===== src/rtl/manchester_frame_arbiter_if.sv =====
// ---------------------------------------------------------------------------
// manchester_frame_arbiter_if
//   One byte-lane frame stream (tdata/tvalid/tready/tlast).
//   master : drives tdata, tvalid, tlast; receives tready
//   slave  : receives tdata, tvalid, tlast; drives tready
// ---------------------------------------------------------------------------
interface manchester_frame_arbiter_if #(
    parameter int DATA_WIDTH = 8
);
    logic [DATA_WIDTH-1:0] tdata;
    logic                  tvalid;
    logic                  tready;
    logic                  tlast;

    modport master (output tdata, output tvalid, output tlast, input tready);
    modport slave  (input tdata, input tvalid, input tlast, output tready);
endinterface


===== src/rtl/manchester_frame_arbiter.sv =====
// ---------------------------------------------------------------------------
// manchester_frame_arbiter
//   Shares one downstream Manchester escape encoder between two frame
//   requesters. Ownership is granted per frame (first beat through tlast),
//   round-robin on ties, with IDLE_GAP enforced idle cycles after each frame.
//
// Ports
//   aclk        clock, all state on rising edge
//   areset      synchronous active-high reset
//   s0_axis     requester 0 frame stream (slave)
//   s1_axis     requester 1 frame stream (slave)
//   m_axis      stream to the encoder (master)
//   grant       one-hot owner: 01 port 0, 10 port 1, 00 none
//   frame_cnt0  completed frames from port 0 (wraps)
//   frame_cnt1  completed frames from port 1 (wraps)
// ---------------------------------------------------------------------------
module manchester_frame_arbiter #(
    parameter int DATA_WIDTH = 8,
    parameter int IDLE_GAP   = 2
) (
    input  logic                              aclk,
    input  logic                              areset,
    manchester_frame_arbiter_if.slave         s0_axis,
    manchester_frame_arbiter_if.slave         s1_axis,
    manchester_frame_arbiter_if.master        m_axis,
    output logic [1:0]                        grant,
    output logic [15:0]                       frame_cnt0,
    output logic [15:0]                       frame_cnt1
);

    typedef enum logic [1:0] {IDLE, XFER, GAP} state_t;

    // Final GAP cycle; unused when IDLE_GAP is 0 since GAP is then skipped.
    localparam logic [3:0] GAP_LAST = 4'(IDLE_GAP - 1);

    state_t                state_q, state_d;
    logic [1:0]            grant_q, grant_d;
    logic                  last_q, last_d;      // 1: port 1 was granted last
    logic [3:0]            gap_q, gap_d;
    logic [15:0]           cnt0_q, cnt0_d;
    logic [15:0]           cnt1_q, cnt1_d;

    logic [DATA_WIDTH-1:0] sel_tdata;
    logic                  sel_tvalid;
    logic                  sel_tlast;
    logic                  beat;
    logic                  pick1;
    logic                  xfer_act;

    // Source selected by the current owner; meaningful only in XFER.
    always_comb begin
        sel_tdata  = grant_q[1] ? s1_axis.tdata  : s0_axis.tdata;
        sel_tvalid = grant_q[1] ? s1_axis.tvalid : s0_axis.tvalid;
        sel_tlast  = grant_q[1] ? s1_axis.tlast  : s0_axis.tlast;
    end

    // Outputs are forced quiet while reset is asserted so that a frame cut
    // by reset never shows a transfer or a tlast on the reset cycle.
    assign xfer_act = (state_q == XFER) && !areset;
    assign beat     = (state_q == XFER) && sel_tvalid && m_axis.tready;

    always_comb begin
        m_axis.tvalid  = 1'b0;
        m_axis.tlast   = 1'b0;
        m_axis.tdata   = '0;
        s0_axis.tready = 1'b0;
        s1_axis.tready = 1'b0;
        if (xfer_act) begin
            m_axis.tvalid  = sel_tvalid;
            m_axis.tlast   = sel_tlast;
            m_axis.tdata   = sel_tdata;
            s0_axis.tready = grant_q[0] & m_axis.tready;
            s1_axis.tready = grant_q[1] & m_axis.tready;
        end
    end

    always_comb begin
        state_d = state_q;
        grant_d = grant_q;
        last_d  = last_q;
        gap_d   = gap_q;
        cnt0_d  = cnt0_q;
        cnt1_d  = cnt1_q;
        pick1   = 1'b0;
        unique case (state_q)
            IDLE: begin
                if (s0_axis.tvalid || s1_axis.tvalid) begin
                    // On a tie the port not served last wins.
                    pick1   = (s0_axis.tvalid && s1_axis.tvalid) ? !last_q : s1_axis.tvalid;
                    grant_d = pick1 ? 2'b10 : 2'b01;
                    last_d  = pick1;
                    state_d = XFER;
                end
            end
            XFER: begin
                if (beat && sel_tlast) begin
                    if (grant_q[0]) cnt0_d = cnt0_q + 16'd1;
                    if (grant_q[1]) cnt1_d = cnt1_q + 16'd1;
                    grant_d = 2'b00;
                    gap_d   = '0;
                    state_d = (IDLE_GAP > 0) ? GAP : IDLE;
                end
            end
            GAP: begin
                if (gap_q == GAP_LAST) begin
                    gap_d   = '0;
                    state_d = IDLE;
                end else begin
                    gap_d = gap_q + 4'd1;
                end
            end
            default: state_d = IDLE;
        endcase
    end

    always_ff @(posedge aclk) begin
        if (areset) begin
            state_q <= IDLE;
            grant_q <= 2'b00;
            last_q  <= 1'b1;
            gap_q   <= '0;
            cnt0_q  <= '0;
            cnt1_q  <= '0;
        end else begin
            state_q <= state_d;
            grant_q <= grant_d;
            last_q  <= last_d;
            gap_q   <= gap_d;
            cnt0_q  <= cnt0_d;
            cnt1_q  <= cnt1_d;
        end
    end

    assign grant      = grant_q;
    assign frame_cnt0 = cnt0_q;
    assign frame_cnt1 = cnt1_q;

endmodule


===== src/flat_wrapper.sv =====
// flat-port wrapper written by rule: the top's interface ports become plain ports
module manchester_frame_arbiter_flat 
#(
    parameter int DATA_WIDTH = 8,
    parameter int IDLE_GAP   = 2
)
  (aclk, areset, grant, frame_cnt0, frame_cnt1, s0_axis_tdata, s0_axis_tvalid, s0_axis_tlast, s0_axis_tready, s1_axis_tdata, s1_axis_tvalid, s1_axis_tlast, s1_axis_tready, m_axis_tdata, m_axis_tvalid, m_axis_tlast, m_axis_tready);
  manchester_frame_arbiter_if #(.DATA_WIDTH(DATA_WIDTH)) s0_axis_i ();
  manchester_frame_arbiter_if #(.DATA_WIDTH(DATA_WIDTH)) s1_axis_i ();
  manchester_frame_arbiter_if #(.DATA_WIDTH(DATA_WIDTH)) m_axis_i ();
  input  logic aclk;
  input  logic areset;
  output logic [1:0] grant;
  output logic [15:0] frame_cnt0;
  output logic [15:0] frame_cnt1;
  input wire logic [$bits(s0_axis_i.tdata)-1:0] s0_axis_tdata;
  input wire logic [$bits(s0_axis_i.tvalid)-1:0] s0_axis_tvalid;
  input wire logic [$bits(s0_axis_i.tlast)-1:0] s0_axis_tlast;
  output wire logic [$bits(s0_axis_i.tready)-1:0] s0_axis_tready;
  input wire logic [$bits(s1_axis_i.tdata)-1:0] s1_axis_tdata;
  input wire logic [$bits(s1_axis_i.tvalid)-1:0] s1_axis_tvalid;
  input wire logic [$bits(s1_axis_i.tlast)-1:0] s1_axis_tlast;
  output wire logic [$bits(s1_axis_i.tready)-1:0] s1_axis_tready;
  output wire logic [$bits(m_axis_i.tdata)-1:0] m_axis_tdata;
  output wire logic [$bits(m_axis_i.tvalid)-1:0] m_axis_tvalid;
  output wire logic [$bits(m_axis_i.tlast)-1:0] m_axis_tlast;
  input wire logic [$bits(m_axis_i.tready)-1:0] m_axis_tready;
  assign s0_axis_i.tdata = s0_axis_tdata;
  assign s0_axis_i.tvalid = s0_axis_tvalid;
  assign s0_axis_i.tlast = s0_axis_tlast;
  assign s0_axis_tready = s0_axis_i.tready;
  assign s1_axis_i.tdata = s1_axis_tdata;
  assign s1_axis_i.tvalid = s1_axis_tvalid;
  assign s1_axis_i.tlast = s1_axis_tlast;
  assign s1_axis_tready = s1_axis_i.tready;
  assign m_axis_tdata = m_axis_i.tdata;
  assign m_axis_tvalid = m_axis_i.tvalid;
  assign m_axis_tlast = m_axis_i.tlast;
  assign m_axis_i.tready = m_axis_tready;
  manchester_frame_arbiter #(.DATA_WIDTH(DATA_WIDTH), .IDLE_GAP(IDLE_GAP)) u_core (.aclk(aclk), .areset(areset), .s0_axis(s0_axis_i), .s1_axis(s1_axis_i), .m_axis(m_axis_i), .grant(grant), .frame_cnt0(frame_cnt0), .frame_cnt1(frame_cnt1));
endmodule

===== config.mk =====
export PLATFORM = sky130hd
export DESIGN_NAME = manchester_frame_arbiter_flat
export DESIGN_NICKNAME = d
export VERILOG_FILES = /design/src/rtl/manchester_frame_arbiter_if.sv /design/src/rtl/manchester_frame_arbiter.sv /design/src/flat_wrapper.sv
export SDC_FILE = /design/constraint.sdc
export NUM_CORES = 1
export LEC_CHECK = 0
export ABC_AREA = 1
export CAP_MARGIN = 20
export CORE_MARGIN = 10
export CORE_UTILIZATION = 48
export CTS_BUF_LIST = sky130_fd_sc_hd__clkbuf_16
export DETAILED_ROUTE_END_ITERATION = 6
export GPL_ROUTABILITY_DRIVEN = 0
export PLACE_DENSITY = 0.8
export SETUP_SLACK_MARGIN = 0.1
export SLEW_MARGIN = 20
export SYNTH_ARGS = -nofsm -noshare
export SYNTH_HDL_FRONTEND = slang
export SYNTH_SLANG_ARGS = --single-unit

===== constraint.sdc =====
create_clock -name aclk -period 1.6 [get_ports aclk]
set_input_delay 0.16 -clock aclk [delete_from_list [all_inputs] [get_ports aclk]]
set_output_delay 0.16 -clock aclk [all_outputs]
set_load 0.1 [all_outputs]

# Word-level counts from Yosys, hierarchy flattened
# Cells that the tools add are included.
# Widths: inputs -> output; s select.
dict set report totals {
  inputBits 23
  register_bits 41
  word_cells 54
}
dict set report classes {
  n_reduce_logical 17
  add_sub_neg 3
  n_eq_ne 6
  muxes 20
  bitwise_logic 2
}
# operator n
set ops {}
lappend ops {{$add 16x1->16 const B} 2}
lappend ops {{$mux 8} 2}
lappend ops {{$mux 2} 6}
lappend ops {{$reduce_and 3->1} 4}
lappend ops {{$mux 4} 2}
lappend ops {{$pmux 4 s2} 1}
lappend ops {{$mux 1} 7}
lappend ops {{$pmux 2 s3} 1}
lappend ops {{$logic_and 1x1->1} 5}
lappend ops {{$add 4x1->4 const B} 1}
lappend ops {{$eq 4x1->1 const B} 1}
lappend ops {{$ne 2x1->1 const B} 2}
lappend ops {{$pmux 2 s2} 1}
lappend ops {{$reduce_and 2->1} 2}
lappend ops {{$reduce_bool 2->1} 2}
lappend ops {{$and 1x1->1} 2}
lappend ops {{$eq 2x1->1 const B} 1}
lappend ops {{$eq 2x2->1 const B} 1}
lappend ops {{$logic_not 1->1} 2}
lappend ops {{$logic_not 2->1} 1}
lappend ops {{$ne 2x2->1 const B} 1}
lappend ops {{$logic_or 1x1->1} 1}

# Depth between registers and ports, before layout
# Gate-level depths: netlist (run 1).
dict set report logic_depth {
  word_depth 6
  ltp_mapped 9
}

# Worst setup path after synthesis (run 1)
# No wires, ideal clock.
dict set report synth_path {
  path_kind {flip-flop to output port}
  from {register u_core.grant_q[1], in the netlist u_core.grant[1]}
  to {output m_axis_tdata[0]}
  setup_slack_ns -1.532
  stages_incl_launch_ff 4
  t_required_ns 1.440
  arrival_time_ns 2.972
  cell_sequence {dfxtp_1 clkbuf_1 nand2_1 a21oi_1}
}
dict set report synth_between {
  elab_chain_cells 2
}
# element line
set synth_lines {}
lappend synth_lines {{from (decl)} manchester_frame_arbiter.sv:37} ;# logic [1:0] grant_q, grant_d;
lappend synth_lines {{from (signal assigned)} manchester_frame_arbiter.sv:126} ;# grant_q <= grant_d;
lappend synth_lines {{$mux 8} manchester_frame_arbiter.sv:52} ;# sel_tdata = grant_q[1] ? s1_axis.tdata : s0_axis.tdata;
lappend synth_lines {{$mux 8} manchester_frame_arbiter.sv:68} ;# if (xfer_act) begin
lappend synth_lines {{to (decl)} flat_wrapper.sv:24} ;# output wire logic [$bits(m_axis_i.tdata)-1:0] m_axis_tdata;
# No other way between the ends.

# Final worst setup path (run 1)
dict set report layout_path {
  from {register u_core.state_q[0]}
  to {output m_axis_tdata[4]}
}
dict set report layout_between {
  elab_chain_cells 3
}
# element line
set layout_lines {}
lappend layout_lines {{from (decl)} manchester_frame_arbiter.sv:36} ;# state_t state_q, state_d;
lappend layout_lines {{from (signal assigned)} manchester_frame_arbiter.sv:125} ;# state_q <= state_d;
lappend layout_lines {{$eq 2x1->1} manchester_frame_arbiter.sv:59} ;# assign xfer_act = (state_q == XFER) && !areset;
lappend layout_lines {{$logic_and 1x1->1} manchester_frame_arbiter.sv:59}
lappend layout_lines {{$mux 8} manchester_frame_arbiter.sv:68}
# No other way between the ends.

==> results of run 1 <==
## power by group through the flow
stage | Clock [mW] | Sequential [mW] | Combinational (mW)
after global placement | 0 | 1.05 | 0.515
after CTS | 1.08 | 1.03 | 0.546
after global routing | 1.14 | 1.03 | 0.608
after floorplan | 0 | 1.10 | 0.279
final | 1.08 | 1.03 | 0.586
after detailed placement | 0 | 1.06 | 0.524
## flip-flops by register name, indices dropped and copies added (netlist names)
name	flops
u_core.state_q	2
u_core.last_q	1
u_core.gap_q	4
u_core.grant	2
u_core.frame_cnt1	16
u_core.frame_cnt0	16
## repair_timing
item,4_1_cts,5_1_grt
buffers inserted,3,3
pin swaps,3,28
resized for setup,5,66
gates cloned,0,2
setup endpoints to repair,14,40
## cell usage after synthesis
cell | n | area (um^2)
or2_2 | 1 | 6.260
nand2_2 | 10 | 62.56
xor2_1 | 10 | 87.58
nand4_1 | 13 | 81.33
nand3_4 | 2 | 35.03
xnor2_1 | 5 | 43.79
nor2_1 | 44 | 165.2
buf_6 | 2 | 22.52
nor2_4 | 2 | 22.52
nand2_1 | 139 | 521.8
inv_2 | 1 | 3.750
nand3_1 | 18 | 90.09
clkinv_1 | 1 | 3.750
o21ai_2 | 1 | 8.760
dfxtp_1 | 41 | 820.8
inv_1 | 25 | 93.84
a21oi_1 | 36 | 180.2
ha_1 | 4 | 50.05
o22ai_1 | 1 | 6.260
clkbuf_1 | 5 | 18.77
clkinv_2 | 2 | 10.01
o21ai_0 | 8 | 40.04
o21a_2 | 1 | 8.760
a21oi_2 | 9 | 78.83
buf_2 | 2 | 10.01
o32ai_1 | 1 | 8.760
## cell type report
type | count | area, um^2 | share of cell area (%)
clock buffer | 6 | 150.1 | 3.327
sequential | 41 | 913.4 | 20.24
multi-input combinational | 305 | 1851 | 41.00
clock inverter | 2 | 8.758 | 0.1941
tap | 70 | 87.58 | 1.941
inverter | 29 | 132.6 | 2.939
timing repair buffer | 87 | 1370 | 30.36
## cells by family after synthesis
kind of cell,share of synthesized area [%]
DFF,33.08
and+or+nand+nor,39.69
buffers and inverters,6.555
xor gates and xnor gates,5.295
adders and majority gates,2.017
AOI/OAI and AO/OA,13.36
## per-stage QoR
stage          setup WS, ns  TNS (ns)
2_1_floorplan       0.01266         0
3_3_place_gp        0.02793         0
3_5_place_dp       -0.04832   -0.2395
4_1_cts             0.02066         0
5_1_grt            -0.02855  -0.09505
6_report            0.02809         0
## layer usage
metal | track usage [%] | vias to the layer above | part of all wire [%]
met5 | 0 | - | 0
met4 | 5.913 | 0 | 3.7
met3 | 5.623 | 43 | 7.8
met2 | 33.59 | 172 | 51
met1 | 20.00 | 1432 | 37
li1 | - | 1412 | -
## worst paths after layout
path                startpoint                   end  slack [ns]
max          u_core.state_q[0]       m_axis_tdata[4]        0.03
max reg2reg  u_core.state_q[0]  u_core.frame_cnt1[2]        0.04
min            u_core.gap_q[3]       u_core.gap_q[3]        0.49
min reg2reg    u_core.gap_q[3]       u_core.gap_q[3]        0.49
## critical path: stages, from the launching register on
cell and delay, ns:
dfxtp_2 0.34, inv_2 0.05, nor2_4 0.14, nand2_4 0.09
buf_12 0.15, a21oi_4 0.15, buf_12 0.19
==> metrics.cfg, run 1 <==
[sta]
setup_violations=0
finalHoldViolations=0
grt_setup_unrepaired=true
clock_skew_ns=0.003543
fin_crit_ns=1.572
timing.final.crit_share_pct=98.24
final_max_slew_viol_count=0
tightest_slew_ns=0.4809
hold-worst-slack_ns=0.4890
slew_headroom_pct=67.94
fmax_mhz=636.2

[floorplan]
ios=69
coreArea_um2=5075
start_util_pct=48.89
core.rowCount=26
dieArea_um2=8445
die_y_um=91.90
die_w_um=91.90

[clocking]
path_clk_slew_ns=0.06
clkSinkCount=41
clockRootBuffer=clkbuf_16
numCtsBuffers=5
insertion_delay_ns=0.28
h-tree-depth=2
postCtsHoldBufs=0
cts_tree=done
clockBufferDepth=2

[run_status]
outcome=complete, no violations

[grt]
grt_pass1_vias=2819
antenna_found_initial=0
grt_max_degree=35
grt_overflow_total=0
grt_util_all_layers_pct=18.52
grt_first_pass_wirelength_mm=13.35

[synth]
yosysSeqAreaShare_pct=33.08
synthDistinctLibCells=26
ys_ff_latch=41
synth_area_um2=2481
postSynthCellCount=384
postSynthAreaPerCell_um2=6.461
yosysWarnings=0
synthesis.nets=411

[layout]
final_cell_mix=nand2_1, buf_12, nor2_1, inv_1, clkdlybuf4s50_1
utilization_pct=88.93
final_cells=540
syn_to_final_growth_pct=81.90
antenna_cells=0
fin_area_um2=4513
fillers=230
drive_above_1_share_pct=40.64
final_common_cell=nand2_1
nNetsFinal=496

[routing]
detail_route.wl_per_cell_um=17.82
remaining_drc_errors=0
antenna_left=0
vias=3059
drt-total-wl_mm=9.623
drtIter0Drc=198
dr.pass1.iters=5
viasPerCell=5.665

[pwr]
p_seq_share_pct=38.2
p_leak_nw=1.688
switching_power_mw=0.7956
sw_frac_of_total_pct=29.47
comb_power_share_pct=21.7
internal_power_mw=1.904
finalPower_mw=2.700
power_frac_clock_pct=40.1
powerDensity_nw_per_um2=598.2
ir_drop_mv=0.4743

[critical_path]
cp_data_arrival_time_ns=1.41
crit_path_end_kind=output port
reg2reg_depth=8
crit_type=register to output port
critical_path_peak_fanout=5
cp.required_ns=1.44
cp-start-kind=register

[placement]
port_buffers=68
place_area_um2=4024
hpwl_mm=5.822
dpl.cell_count=524

[min_path]
hold-path-cell-count=2
hold_path_class=register to register

[flow_run]
drv_cap=0

No activity file was read; power rests on OpenSTA's default activity.
==> inputs of run 2 (changes only) <==
CORE_UTILIZATION = 44   (was 48)
PLACE_DENSITY = 0.77   (was 0.8)
clock period = 1.3 ns   (was 1.6 ns; I/O delays follow)
==> metrics.cfg, run 2 (synthesis results as in run 1) <==
[critical_path]
cp.required_ns=1.47
r2r_start=u_core.state_q[0]
cp_data_arrival_time_ns=1.71
critical_path_peak_fanout=16
r2r-end=u_core.frame_cnt0[9]
r2r_slack_ns=-0.24
reg2reg_depth=10
crit_path_end_kind=register
crit_type=register to register
cp-start-kind=register
crit_path_start=u_core.state_q[0]

[grt]
grt_max_degree=35
grt_overflow_total=0
grt_pass1_vias=3133
grt_util_all_layers_pct=21.36
grt_first_pass_wirelength_mm=15.70
antenna_found_initial=0

[sta]
tightest_slew_ns=0.5564
grt_setup_unrepaired=true
slew_headroom_pct=62.91
fin_setup_tns_ns=-8.028
fin_ws_ns=-0.2440
final_max_slew_viol_count=0
finalHoldViolations=0
setup_violations=50
fin_crit_ns=1.544
clock_skew_ns=0.006098
timing.final.crit_share_pct=118.8
fmax_mhz=647.7

[clocking]
cts_tree=done
insertion_delay_ns=0.28
path_clk_slew_ns=0.06
clkSinkCount=41
postCtsHoldBufs=0
numCtsBuffers=5
h-tree-depth=2
clockBufferDepth=2
clockRootBuffer=clkbuf_16

[pwr]
internal_power_mw=2.434
power_frac_clock_pct=40.6
p_leak_nw=1.673
ir_drop_mv=0.6703
sw_frac_of_total_pct=29.45
p_seq_share_pct=36.0
comb_power_share_pct=23.3
powerDensity_nw_per_um2=713.3
switching_power_mw=1.016

[layout]
syn_to_final_growth_pct=94.91
final_cell_mix=nand2_1, buf_12, nand2_2, dfxtp_4, nor2_1
fillers=234
final_common_cell=nand2_1
nNetsFinal=512
utilization_pct=88.36
antenna_cells=0
drive_above_1_share_pct=51.85

[min_path]
hold_start=u_core.gap_q[3]
hold_path_class=register to register
min_to=u_core.gap_q[3]
hold-path-cell-count=2

[routing]
remaining_drc_errors=0
dr.pass1.iters=5
drt-total-wl_mm=10.60
detail_route.wl_per_cell_um=19.00
vias=3154
antenna_left=0
viasPerCell=5.652
drtIter0Drc=237

[floorplan]
core.rowCount=27
start_util_pct=45.34
dieArea_um2=9042
ios=69
die_w_um=95.09
die_y_um=95.09
coreArea_um2=5473

[placement]
hpwl_mm=6.030
dp_slack_ns=-0.2857
port_buffers=68

[run_status]
outcome=finished, violations left
violations=setup timing

[flow_run]
drv_cap=0

run 2: cell count changes in the layout (fill, tap and decap cells not counted), moves of 4 or more:
cell / previous run / this run
a21oi_1: 21 / 9
nor2_2: 2 / 9
a21oi_2: 16 / 27
inv_1: 25 / 21
nand2_1: 110 / 90
nor2_1: 38 / 31
dfxtp_2: 17 / 3
o21ai_0: 5 / 1
buf_4: 9 / 21
dfxtp_4: 19 / 32
nand2_2: 20 / 40
buf_6: 5 / 9
run 2: per-stage QoR:
step                      area (um^2)  hold slack (ns)  std cells  power, mW
after global placement           4192           0.4566        541      1.939
after floorplan                  2838           0.3575        384      1.672
after CTS                        4653           0.4733        556      3.403
after global routing             4836           0.5199        558      3.554
final                            4836           0.4947        558      3.450
after detailed placement         4192           0.4546        541      1.948
run 2: worst max path at each step:
stage	endpoint	depth (start not counted)	slack, ns
floorplan	m_axis_tdata[0]	3	-0.26
CTS	m_axis_tdata[5]	6	-0.22
detailed placement	u_core.frame_cnt1[15]	8	-0.29
finish	u_core.frame_cnt0[9]	10	-0.24
global placement	u_core.frame_cnt1[15]	8	-0.22
global route	u_core.frame_cnt0[9]	10	-0.29
run 2: area by class of cell:
| class | instances | area, um^2 | share of cell area (%) |
|---|---|---|---|
| sequential | 41 | 944.7 | 19.53 |
| multi-input combinational | 306 | 2022 | 41.81 |
| inverter | 29 | 140.1 | 2.898 |
| clock inverter | 3 | 41.29 | 0.8538 |
| clock buffer | 5 | 125.1 | 2.587 |
| timing repair buffer | 102 | 1473 | 30.45 |
| tap | 72 | 90.09 | 1.863 |
run 2: worst max-delay path, stage by stage (launching register included):
cell and delay (ns):
dfxtp_2 0.33, inv_2 0.05, nor2_4 0.10, buf_6 0.11, nand2_4 0.05, nor2_4 0.17
nand3_4 0.21, clkinv_8 0.15, nand3_2 0.09, nand2_1 0.11, nor2_1 0.05
run 2: routing by layer:
| layer | part of all wire [%] | global-route usage [%] | vias up |
|---|---|---|---|
| met5 | 0 | 0 | - |
| li1 | - | - | 1447 |
| met3 | 6.7 | 4.870 | 58 |
| met1 | 36 | 23.55 | 1485 |
| met2 | 52 | 37.56 | 164 |
| met4 | 5.4 | 10.85 | 0 |
run 2: repair_timing:
| action | 4_1_cts | 5_1_grt |
|---|---|---|
| endpoints found under the setup margin | 50 | 53 |
| pin swaps | 25 | 5 |
| setup buffers | 4 | 2 |
| resized for setup | 69 | 46 |
| gates cloned | 3 | 0 |
run 2: power groups by stage:
stage          registers, mW  clock network (mW)  logic [mW]
6_report                1.24                1.40       0.805
5_1_grt                 1.24                1.47       0.837
4_1_cts                 1.24                1.41       0.753
3_5_place_dp            1.27                   0       0.680
3_3_place_gp            1.27                   0       0.672
2_1_floorplan           1.32                   0       0.350
